## src/rtl/tri_hit_reducer.sv

```systemverilog
// tri_hit_reducer
//   Closest-hit reduction of one ray against a batch of triangles. Results
//   arrive as beats of LANES parallel intersection results. The reducer keeps
//   the nearest qualifying hit inside the window [min_t, max_t). It presents
//   that hit on a valid/ready result port.
//
// Ports
//   i_clk, i_rstn         clock, synchronous active-low reset
//   i_start, i_tri_cnt    batch start and triangle count (sampled in IDLE)
//   i_min_t, i_max_t      signed t window, inclusive low / exclusive high
//   i_abort               drop the current batch (RUN or DONE), no result
//   i_res_valid/o_res_ready  result beat handshake
//   i_res_hit, i_res_t    per-lane hit flags and t values (lane k at k*W)
//   i_res_base            triangle index of lane 0 (lane k = base + k)
//   o_out_valid/i_out_ready  reduced result handshake
//   o_hit, o_t, o_tri_index  closest hit flag, t and triangle index
//   o_busy                high while a batch is in RUN or DONE
module tri_hit_reducer #(
    parameter int LANES = 4,
    parameter int W     = 32,
    parameter int CW    = 32
) (
    input  logic               i_clk,
    input  logic               i_rstn,
    input  logic               i_start,
    input  logic [CW-1:0]      i_tri_cnt,
    input  logic [W-1:0]       i_min_t,
    input  logic [W-1:0]       i_max_t,
    input  logic               i_abort,
    input  logic               i_res_valid,
    output logic               o_res_ready,
    input  logic [LANES-1:0]   i_res_hit,
    input  logic [LANES*W-1:0] i_res_t,
    input  logic [CW-1:0]      i_res_base,
    output logic               o_out_valid,
    input  logic               i_out_ready,
    output logic               o_hit,
    output logic [W-1:0]       o_t,
    output logic [CW-1:0]      o_tri_index,
    output logic               o_busy
);

    typedef enum logic [1:0] {
        S_IDLE,
        S_RUN,
        S_DONE
    } state_t;

    state_t              state_q, state_d;
    logic [CW-1:0]       rem_q, rem_d;
    logic [CW-1:0]       best_idx_q, best_idx_d;
    logic signed [W-1:0] min_t_q, min_t_d;
    logic signed [W-1:0] best_t_q, best_t_d;
    logic                hit_q, hit_d;

    logic                accept;
    logic                last_beat;
    logic [CW-1:0]       used;
    logic signed [W-1:0] lane_t;
    logic signed [W-1:0] scan_t;
    logic [CW-1:0]       scan_idx;
    logic                scan_hit;

    assign o_res_ready = (state_q == S_RUN);
    assign o_out_valid = (state_q == S_DONE);
    assign o_busy      = (state_q != S_IDLE);
    assign o_hit       = hit_q;
    assign o_t         = best_t_q;
    assign o_tri_index = best_idx_q;

    // Abort wins over a beat presented in the same cycle.
    assign accept    = o_res_ready && i_res_valid && !i_abort;
    assign used      = (rem_q > CW'(LANES)) ? CW'(LANES) : rem_q;
    assign last_beat = (rem_q <= CW'(LANES));

    // Walking lanes in ascending order with a strict '<' against the running
    // best gives lowest-t-wins with ties going to the lower lane. It also
    // lets an earlier beat keep a tie against a later one.
    always_comb begin
        scan_t   = best_t_q;
        scan_idx = best_idx_q;
        scan_hit = hit_q;
        lane_t   = '0;
        for (int unsigned k = 0; k < LANES; k++) begin
            lane_t = i_res_t[W*k +: W];
            if ((CW'(k) < rem_q) && i_res_hit[k] &&
                (lane_t >= min_t_q) && (lane_t < scan_t)) begin
                scan_t   = lane_t;
                scan_idx = i_res_base + CW'(k);
                scan_hit = 1'b1;
            end
        end
    end

    always_comb begin
        state_d    = state_q;
        rem_d      = rem_q;
        best_idx_d = best_idx_q;
        min_t_d    = min_t_q;
        best_t_d   = best_t_q;
        hit_d      = hit_q;
        case (state_q)
            S_IDLE: begin
                if (i_start) begin
                    rem_d      = i_tri_cnt;
                    min_t_d    = i_min_t;
                    best_t_d   = i_max_t;
                    best_idx_d = '0;
                    hit_d      = 1'b0;
                    state_d    = (i_tri_cnt == '0) ? S_DONE : S_RUN;
                end
            end
            S_RUN: begin
                if (i_abort) begin
                    state_d = S_IDLE;
                end else if (accept) begin
                    best_t_d   = scan_t;
                    best_idx_d = scan_idx;
                    hit_d      = scan_hit;
                    rem_d      = rem_q - used;
                    if (last_beat) begin
                        state_d = S_DONE;
                    end
                end
            end
            S_DONE: begin
                if (i_abort || i_out_ready) begin
                    state_d = S_IDLE;
                end
            end
            default: state_d = S_IDLE;
        endcase
    end

    always_ff @(posedge i_clk) begin
        if (!i_rstn) begin
            state_q    <= S_IDLE;
            rem_q      <= '0;
            best_idx_q <= '0;
            min_t_q    <= '0;
            best_t_q   <= '0;
            hit_q      <= 1'b0;
        end else begin
            state_q    <= state_d;
            rem_q      <= rem_d;
            best_idx_q <= best_idx_d;
            min_t_q    <= min_t_d;
            best_t_q   <= best_t_d;
            hit_q      <= hit_d;
        end
    end

endmodule
```

## config.mk

```make
export PLATFORM = sky130hd
export DESIGN_NAME = tri_hit_reducer
export DESIGN_NICKNAME = d
export VERILOG_FILES = /design/src/rtl/tri_hit_reducer.sv
export SDC_FILE = /design/constraint.sdc
export NUM_CORES = 1
export LEC_CHECK = 0
export CORE_ASPECT_RATIO = 1.5
export CORE_UTILIZATION = 65
export CTS_CLUSTER_DIAMETER = 60
export DETAILED_ROUTE_END_ITERATION = 7
export DONT_BUFFER_PORTS = 1
export MAX_ROUTING_LAYER = met4
export PLACE_DENSITY = 0.83
export SETUP_SLACK_MARGIN = 0.3
export SLEW_MARGIN = 20
export SYNTH_ARGS = -nofsm -noshare
export SYNTH_HDL_FRONTEND = slang
export SYNTH_SLANG_ARGS = --single-unit
```

## constraint.sdc

```tcl
create_clock -name i_clk -period 21.4 [get_ports i_clk]
set_clock_uncertainty 0.15 [all_clocks]
set_input_delay 4.28 -clock i_clk [delete_from_list [all_inputs] [get_ports i_clk]]
set_output_delay 4.28 -clock i_clk [all_outputs]
set_load 0.01 [all_outputs]
```

After elaboration in Yosys (flattened, before gate mapping):

Index checks and enable logic that the tools add are counted.

* bits in registers: 131
* logic and storage cells: 93

* add/sub/neg operators: 4
* $lt $le $gt $ge: 14
* equality and inequality tests: 9
* multiplexer cells: 36
* reductions and logical operators: 24

Operators with widths (count)
* $mux W32: 18
* $pmux W32 S2: 3
* $ge A32 B32 Y1: 4
* $lt A32 B32 Y1: 4
* $add A32 B2 Y32 const B: 2
* $lt A1 B32 Y1 const A: 2
* $lt A2 B32 Y1 const A: 2
* $add A32 B1 Y32 const B: 1
* $gt A32 B3 Y1 const B: 1
* $le A32 B3 Y1 const B: 1
* $logic_not A32 Y1: 1
* $sub A32 B32 Y32: 1
* $logic_and A1 B1 Y1: 14
* $mux W2: 6
* $reduce_and A4 Y1: 2
* $mux W1: 7
* $ne A3 B2 Y1 const B: 2
* $pmux W2 S3: 1
* $ne A5 B1 Y1 const B: 1
* $reduce_and A5 Y1: 1
* $ne A2 B1 Y1 const B: 2
* $ne A2 B2 Y1 const B: 2
* $reduce_bool A2 Y1: 2
* $eq A2 B1 Y1 const B: 1
* 6 further kinds: 6

Depth between registers and ports, before layout:

Gate-level depths: netlist (run 1).

* depth in word-level cells: 17
* depth in mapped cells: 56
* mapped depth without buffers: 47

Least setup slack after synthesis (run 1):

Ideal clock, no wire load.

* path type: input port to flip-flop
* start: in i_res_t[31]
* end: reg best_t_q[0], in the netlist o_t[0]
* arrival: 14.057 ns
* setup slack: 7.064 ns
* stages on the path: 53
* buffers on the path: 9
* path through: ha_1 nand4_1 or4_1 nand2b_1 o21ai_0 or3_1 and4_1 clkbuf_1 buf_1 mux2i_1 ha_1 a211o_1 o211ai_1 a22oi_1 o311ai_0 o211a_1 nor2_1 nor2_1 (+17 left out) mux2i_1 ha_1 a21o_1 a21o_1 a21o_1 a21o_1 a21oi_1 o21ai_0 or3_1 nand3_1 or2_2 and2_1 buf_2 buf_6 buf_4 nor3_1 a2111oi_0 nor2_1

* longest elaborated chain between the ends: 16

Ends and longest elaborated chain
* from (decl): RTL line 33 `input logic [LANES*W-1:0] i_res_t,`
* $ge A32 B32 Y1: RTL line 87 `(lane_t >= min_t_q) && (lane_t < scan_t)) begin`
* $logic_and A1 B1 Y1: RTL line 86 `if ((CW'(k) < rem_q) && i_res_hit[k] &&`
* $logic_and A1 B1 Y1: RTL line 87
* $mux W32 (*): RTL line 86
* $lt A32 B32 Y1: RTL line 87
* $logic_and A1 B1 Y1: RTL line 87
* $mux W32 (*): RTL line 86
* $lt A32 B32 Y1: RTL line 87
* $logic_and A1 B1 Y1: RTL line 87
* $mux W32 (*): RTL line 86
* $lt A32 B32 Y1: RTL line 87
* $logic_and A1 B1 Y1: RTL line 87
* $mux W32 (*): RTL line 86
* $mux W32 (*): RTL line 116 `end else if (accept) begin`
* $mux W32 (*): RTL line 114 `if (i_abort) begin`
* $pmux W32 S2 (*): RTL line 102 `case (state_q)`
* to (signal assigned): RTL line 148 `best_t_q <= best_t_d;`
* to (decl): RTL line 53 `logic signed [W-1:0] best_t_q, best_t_d;`

Mark *: on every way between the ends. The rest lies on a longest branch, timed or not. The select of a mux whose other input is x is not followed.
A chain may end at the register's enable or synchronous reset.

Final worst setup path (run 1):

* start: in i_res_t[14]
* end: reg best_t_q[10], in the netlist o_t[10]

The elaborated chain is that of the path after synthesis.

==> impl_metrics.json, run 1 <==
{
  "async_flop_share": 0,
  "die_area_sq_mm": 0.0219,
  "clock_path_buffers": 2,
  "numClockSinks": 131,
  "pre_cts_ws_ns": 4.10,
  "synth_cell_type_count": 79,
  "ant_nets": 0,
  "regArea_sq_mm": 0.00262,
  "die_h_um": 181,
  "setup_viol": 0,
  "cp-start-kind": "input port",
  "antenna_found_initial": 0,
  "worst_slack_ns": 4.32,
  "cts_setup_buffers": 0,
  "min_from": "min_t_q[2]",
  "io_buffers": 0,
  "grt_pass1_vias": 13799,
  "clk_latency_ns": 0.44,
  "synth_edf_count": 0,
  "worst_pin_slew_ns": 1.15,
  "cts_tree": "yes",
  "crit_family": "compound AO/OA/AOI/OAI gates",
  "r2r_start": "min_t_q[14]",
  "startpoint": "i_res_t[14]",
  "critPathKind": "input port to flop",
  "crit_arrival_ns": 17.30,
  "synth_top_cell_by_area": "ha_1",
  "ys_ff_latch": 131,
  "synthTopCellsByArea": "ha_1, dfxtp_1, nand2_1, a21oi_1, mux2i_1",
  "root_buffer": "clkbuf_16",
  "syn_nets": 2300,
  "drt-pass1-iter-count": 6,
  "h-tree-depth": 4,
  "tns_ns": 0,
  "syn_inst": 1777,
  "max-vdd-ir-drop_mv": 0.0654,
  "ys.flop_type": "dfxtp_1",
  "cp_data_required_time_ns": 21.63,
  "power_density_mw_per_mm2": 70.8,
  "grt_pass1_wl_um": 71900,
  "dpl.hpwl_um": 37000,
  "grt_use_total": 0.437,
  "n_fill_cell": 1807,
  "grt_max_degree": 102,
  "min_path_type": "flop to flop",
  "synth_warnings": 0,
  "synth_top_area_share": 0.232,
  "drtIter0Drc": 1044,
  "routed_wl_um": 47100,
  "gp_congestion": 1.06,
  "slew_viol_final": 0,
  "cts_made_buffers": 17,
  "num_rows": 65,
  "syn_area_per_cell_sq_um": 7.79,
  "layout.nets": 2256,
  "ys_seq_area_frac": 0.189,
  "synth_area_sq_mm": 0.0138,
  "wire_per_inst_um": 23.4,
  "antennaDiodeCount": 0,
  "rsz0062_at_grt": "no",
  "relSlewSlack": 0.220,
  "critical_path.max_fanout": 78,
  "ctsHoldBuffers": 0,
  "hold_slack_ns": 0.311,
  "crit_slowest_cell": "nor4_1",
  "die_w_um": 121,
  "status": "completed",
  "via_per_inst": 6.87,
  "clk_pin_slew_worst_paths_ns": 0.06,
  "route.vias.total": 13842,
  "drive_gt1_frac": 0.0378,
  "start_util": 0.660,
  "finalNonFillerCells": 2014,
  "grt_overflow": 0,
  "end_kind": "flop",
  "cpPeakStageDelay_ns": 1.00,
  "multi_input_area_sq_mm": 0.0104,
  "p_leak_nw": 5.84,
  "cts_resized": 0,
  "pin_count": 334,
  "core_area_sq_mm": 0.0210,
  "drc": 0,
  "min_period_ns": 17.08,
  "fmax_mhz": 58.6,
  "period_share": 0.798,
  "path_buf_inv": 5,
  "dpl.cell_count": 1982,
  "maxCapViolations": 0,
  "hold_viol": 0,
  "syn2layout_area_growth_pct": 4.88
}
[cells in the mapped netlist (33+ instances only)]
cell type and count:
o21ai_0 106, a21oi_1 131, mux2i_1 63, ha_1 257, clkbuf_1 44, nand4_1 44, nor2_1 143, a21o_1 39
inv_1 124, a21boi_0 55, nand2_1 176, a211o_1 33, dfxtp_1 131
[power by group]
| part | total (W) | switching [W] | internal, W |
|---|---|---|---|
| logic | 0.000444 | 0.000274 | 0.000170 |
| registers | 0.000284 | 0.0000224 | 0.000262 |
| clock network | 0.000301 | 0.000128 | 0.000172 |
| total | 0.00103 | 0.000425 | 0.000604 |
[tightest hold or removal path, stage by stage (launching register included)]
cell	delay [ns]
dfxtp_1	0.31
nand2_1	0.04
a21boi_0	0.06
[sequential cells by signal, indices dropped and copies added (netlist names)]
signal	count
state_q	2
o_tri_index	32
min_t_q	32
o_t	32
o_hit	1
rem_q	32
[layer usage]
| metal | global-route usage | wire (um) | vias up |
|---|---|---|---|
| met5 | - | 0 | - |
| met4 | 0.291 | 3360 | 0 |
| met3 | 0.132 | 4420 | 203 |
| met2 | 0.734 | 22900 | 668 |
| met1 | 0.431 | 16400 | 6501 |
| li1 | - | - | 6470 |
[worst paths after layout]
| kind | to | slack [ns] | cells after the start |
|---|---|---|---|
| setup / recovery | o_t[10] | 4.32 | 44 |
| hold / removal | min_t_q[2] | 0.31 | 2 |
| setup reg to reg | o_t[10] | 7.65 | 45 |
| hold reg to reg | min_t_q[2] | 0.31 | 2 |
[cell families after synthesis]
family          synth area share
buf+inv                   0.0597
fa+ha+maj                  0.232
other cells             0.000271
simple gates               0.186
xor+xnor                  0.0190
compound gates             0.268
mux                       0.0455
flops                      0.189
[cells in the final DEF (no fill, tap or decap), drive strengths merged, types with 5 or more instances in the layout]
master / instances
o211a: 5
nor3: 33
nor2: 143
a21oi: 131
and3: 14
dfxtp: 131
nand4: 44
nor2b: 24
nor4: 27
xor2: 14
and4: 8
a22oi: 32
or3: 8
o31ai: 5
buf: 12
nand2: 176
inv: 128
a211oi: 17
clkinv: 6
mux2i: 63
o21a: 10
a31oi: 9
a211o: 33
o211ai: 27
a222oi: 7
a21o: 39
clkbuf: 17
ha: 257
xnor2: 16
nand3: 27
and2: 13
nand2b: 12
a221oi: 11
a21boi: 71
o21ai: 115
[through the flow]
stage	instance area [sq um]	total power (W)	utilization
after floorplan	13800	0.000616	-
after global placement	13900	0.000707	0.664
after detailed placement	13900	0.000720	0.664
after CTS	14500	0.00102	0.692
after global routing	14500	0.00109	0.692
final	14500	0.00103	0.692
[layout make-up]
cell class | instances | share of cell area
Multi-Input combinational cell | 1446 | 0.718
Inverter | 125 | 0.0323
Clock buffer | 17 | 0.0293
Sequential cell | 131 | 0.181
Timing Repair Buffer | 12 | 0.00620
Tap cell | 268 | 0.0231
Clock inverter | 15 | 0.0108
No activity file was read; power rests on OpenSTA's default activity.
==> inputs of run 2 (changes only) <==
clock period = 16.05 ns   (was 21.4 ns; I/O delays follow)
==> impl_metrics.json, run 2 (same netlist as run 1, synthesis figures left out) <==
{
  "status": "completed",
  "antenna_found_initial": 0,
  "critical_path.max_fanout": 26,
  "cts_tree": "yes",
  "clock_path_buffers": 2,
  "wire_per_inst_um": 23.6,
  "syn2layout_area_growth_pct": 6.14,
  "clk_latency_ns": 0.44,
  "ant_nets": 0,
  "h-tree-depth": 4,
  "drive_gt1_frac": 0.0421,
  "finalPower_w": 0.00142,
  "power_density_mw_per_mm2": 96.3,
  "clk_pin_slew_worst_paths_ns": 0.07,
  "grt_use_total": 0.444,
  "gp_congestion": 1.03,
  "max-vdd-ir-drop_mv": 0.0880,
  "routed_wl_um": 47800,
  "layout_common_cells": "ha_1, nand2_1, nor2_1",
  "cpPeakStageDelay_ns": 0.73,
  "rsz0062_at_grt": "no",
  "min_period_ns": 14.86,
  "relSlewSlack": 0.285,
  "cp-start-kind": "input port",
  "io_buffers": 0,
  "die_w_um": 121,
  "grt_max_degree": 102,
  "grt_pass1_wl_um": 72800,
  "p_leak_nw": 5.94,
  "crit_family": "compound AO/OA/AOI/OAI gates",
  "slew_viol_final": 0,
  "crit_arrival_ns": 15.02,
  "path_buf_inv": 4,
  "crit_slowest_cell": "nor4_1",
  "critPathKind": "input port to flop",
  "antennaDiodeCount": 0,
  "drt-pass1-iter-count": 7,
  "cts_made_buffers": 17,
  "num_rows": 65,
  "drc": 0,
  "maxCapViolations": 0,
  "core_area_sq_mm": 0.0210,
  "start_util": 0.660,
  "fmax_mhz": 67.3,
  "via_per_inst": 6.86,
  "period_share": 0.926,
  "layout.nets": 2267,
  "hold_viol": 0,
  "min_path_type": "flop to flop",
  "final_common_cell": "ha_1",
  "die_h_um": 181,
  "setup_viol": 0,
  "grt_overflow": 0,
  "die_area_sq_mm": 0.0219,
  "worst_pin_slew_ns": 1.07,
  "drtIter0Drc": 899,
  "route.vias.total": 13882,
  "cp_data_required_time_ns": 16.21,
  "pin_count": 334,
  "dpl.hpwl_um": 37700,
  "numClockSinks": 131,
  "tns_ns": 0,
  "grt_pass1_vias": 13859,
  "end_kind": "flop",
  "root_buffer": "clkbuf_16",
  "cts_setup_buffers": 0
}
run 2: final cells by class:
cell class              count  area, sq um
clock inverters            11          175
inverters                 125          469
multi-input cells        1447        10400
clock buffers              21          460
fillers                  1778         6280
flip-flops and latches    131         2620
well taps                 268          335
repair buffers             22          203
run 2: metal layers:
metal | vias up | routed length, um | track usage
li1 | 6498 | - | -
met1 | 6482 | 16800 | 0.431
met2 | 673 | 23500 | 0.756
met3 | 229 | 3850 | 0.110
met4 | 0 | 3610 | 0.325
met5 | - | 0 | -
run 2: worst min-delay path, stage by stage, from the launching register on:
cell and delay (ns):
dfxtp_1 0.31, nand2_1 0.05, a21boi_0 0.06
run 2: final timing paths:
path         slack (ns)        start  depth (start not counted)         endpoint
max                1.19  i_res_t[15]                         47  o_tri_index[21]
min                0.32  min_t_q[31]                          2      min_t_q[31]
max reg2reg        3.42  min_t_q[15]                         48  o_tri_index[21]
min reg2reg        0.32  min_t_q[31]                          2      min_t_q[31]
run 2: stage by stage:
step                       util  instance area [sq um]  std cells  setup WS [ns]  hold slack [ns]
after floorplan               -                  13800       1777           2.78            0.293
after global placement    0.670                  14000       1992           1.13            0.300
after detailed placement  0.670                  14000       1992          0.699            0.308
after CTS                 0.700                  14700       2024           1.00            0.317
after global routing      0.701                  14700       2025          0.516            0.332
final                     0.701                  14700       2025           1.19            0.316
run 2: timing repair:
item / CTS / global route
endpoints found under the setup margin: 0 / 22
gates resized for setup: 0 / 1
hold buffers: 0 / 0
run 2: report_power, final:
part | internal [W] | leakage [nW] | switching, W
Combinational | 0.000236 | 4.56 | 0.000369
Sequential | 0.000349 | 1.07 | 0.0000292
Clock | 0.000270 | 0.304 | 0.000163
==> inputs of run 3 (changes only) <==
CELL_PAD_IN_SITES_DETAIL_PLACEMENT = 1   (was not set)
CELL_PAD_IN_SITES_GLOBAL_PLACEMENT = 1   (was not set)
CORE_UTILIZATION = 48   (was 65)
CTS_CLUSTER_DIAMETER = not set   (was 60)
PLACE_DENSITY = 0.84   (was 0.83)
==> impl_metrics.json, run 3 (same netlist as run 1, synthesis figures left out) <==
{
  "worst_slack_ns": 1.06,
  "cts_tree": "yes",
  "layout.nets": 2269,
  "cts_made_buffers": 17,
  "hold_viol": 0,
  "pin_count": 334,
  "tns_ns": 0,
  "die_w_um": 141,
  "antenna_found_initial": 0,
  "drt-pass1-iter-count": 5,
  "design_area_sq_mm": 0.0148,
  "crit_path_frequent_cell": "a21oi_1",
  "min_path_type": "flop to flop",
  "path_depth": 45,
  "critPathKind": "input port to flop",
  "drive_gt1_frac": 0.0443,
  "worst_pin_slew_ns": 1.01,
  "hold_slack_ns": 0.312,
  "grt_overflow": 0,
  "worstRegToRegCells": 46,
  "syn2layout_area_growth_pct": 6.60,
  "antennaDiodeCount": 0,
  "cpPeakStageDelay_ns": 0.82,
  "grt_pass1_vias": 15162,
  "period_share": 0.934,
  "cp_data_required_time_ns": 16.23,
  "status": "completed",
  "slew_viol_final": 0,
  "dpl.hpwl_um": 43900,
  "worstHoldPathCells": 2,
  "max-vdd-ir-drop_mv": 0.0793,
  "layout_common_cells": "ha_1, nand2_1, nor2_1",
  "cp-start-kind": "input port",
  "wire_per_inst_um": 26.2,
  "relSlewSlack": 0.326,
  "end_kind": "flop",
  "crit_slowest_cell": "o31ai_4",
  "numClockSinks": 131,
  "clock_path_buffers": 2,
  "setup_viol": 0,
  "crit_arrival_ns": 15.17,
  "num_rows": 75,
  "drc": 0,
  "start_util": 0.492,
  "clk_latency_ns": 0.47,
  "clk_pin_slew_worst_paths_ns": 0.07,
  "crit_family": "compound AO/OA/AOI/OAI gates",
  "via_per_inst": 6.71,
  "cts_resized": 0,
  "pre_cts_ws_ns": 0.462,
  "rsz0062_at_grt": "no",
  "die_area_sq_mm": 0.0295,
  "maxCapViolations": 0,
  "ctsHoldBuffers": 0,
  "power_density_mw_per_mm2": 97.7,
  "path_buf_inv": 3,
  "root_buffer": "clkbuf_16",
  "die_h_um": 210,
  "grt_max_degree": 102,
  "core_area_sq_mm": 0.0282,
  "final_common_cell": "ha_1",
  "routed_wl_um": 55100,
  "gp_congestion": 0.997,
  "ant_nets": 0,
  "fmax_mhz": 66.7,
  "h-tree-depth": 4,
  "grt_use_total": 0.382,
  "drtIter0Drc": 724,
  "r2r_slack_ns": 3.11,
  "place_area_sq_mm": 0.0141,
  "route.vias.total": 14124,
  "p_leak_nw": 5.93,
  "io_buffers": 0,
  "cts_setup_buffers": 0,
  "critical_path.max_fanout": 34,
  "grt_pass1_wl_um": 83600,
  "min_period_ns": 14.99
}
[run 3: cell count changes in the layout (fill, tap and decap cells not counted), sizes merged]
cell | before | now
buf | 22 | 25
clkbuf | 21 | 18
clkinvlp | 2 | 1
clkinv | 4 | 5
inv | 126 | 129
o31ai | 6 | 5
[run 3: layout make-up]
cell class	instances	area [sq um]
inverters	125	469
clock buffers	18	429
repair buffers	25	188
clock inverters	14	199
multi-input cells	1446	10400
well taps	346	433
fillers	3509	13400
flip-flops and latches	131	2620
[run 3: tightest hold or removal path, stage by stage (launching register included)]
cell and delay, ns:
dfxtp_1 0.31, nand2_1 0.05, a21boi_0 0.06
[run 3: power by group]
part / switching, W / internal, W / total (W)
clock network: 0.000176 / 0.000262 / 0.000438
registers: 0.0000304 / 0.000349 / 0.000379
logic: 0.000390 / 0.000236 / 0.000626
total: 0.000596 / 0.000847 / 0.00144
[run 3: final timing paths]
| kind | startpoint | to |
|---|---|---|
| hold / removal | min_t_q[29] | min_t_q[29] |
| hold reg to reg | min_t_q[29] | min_t_q[29] |
| setup reg to reg | min_t_q[19] | o_t[0] |
| setup / recovery | i_res_t[19] | o_t[0] |
[run 3: routing by layer]
layer  routed length (um)  GRT usage  part of all wire
met1                19700      0.372              0.36
met2                27800      0.677              0.50
met3                 4100     0.0945             0.074
met4                 3440      0.240             0.063
met5                    0          -                 0
[run 3: metrics by stage]
step | utilization | std cells | power (W)
6_report | 0.524 | 2105 | 0.00144
5_1_grt | 0.524 | 2105 | 0.00152
4_1_cts | 0.524 | 2105 | 0.00144
3_5_place_dp | 0.502 | 2073 | 0.000992
3_3_place_gp | 0.502 | 2073 | 0.000964
2_1_floorplan | - | 1777 | 0.000821
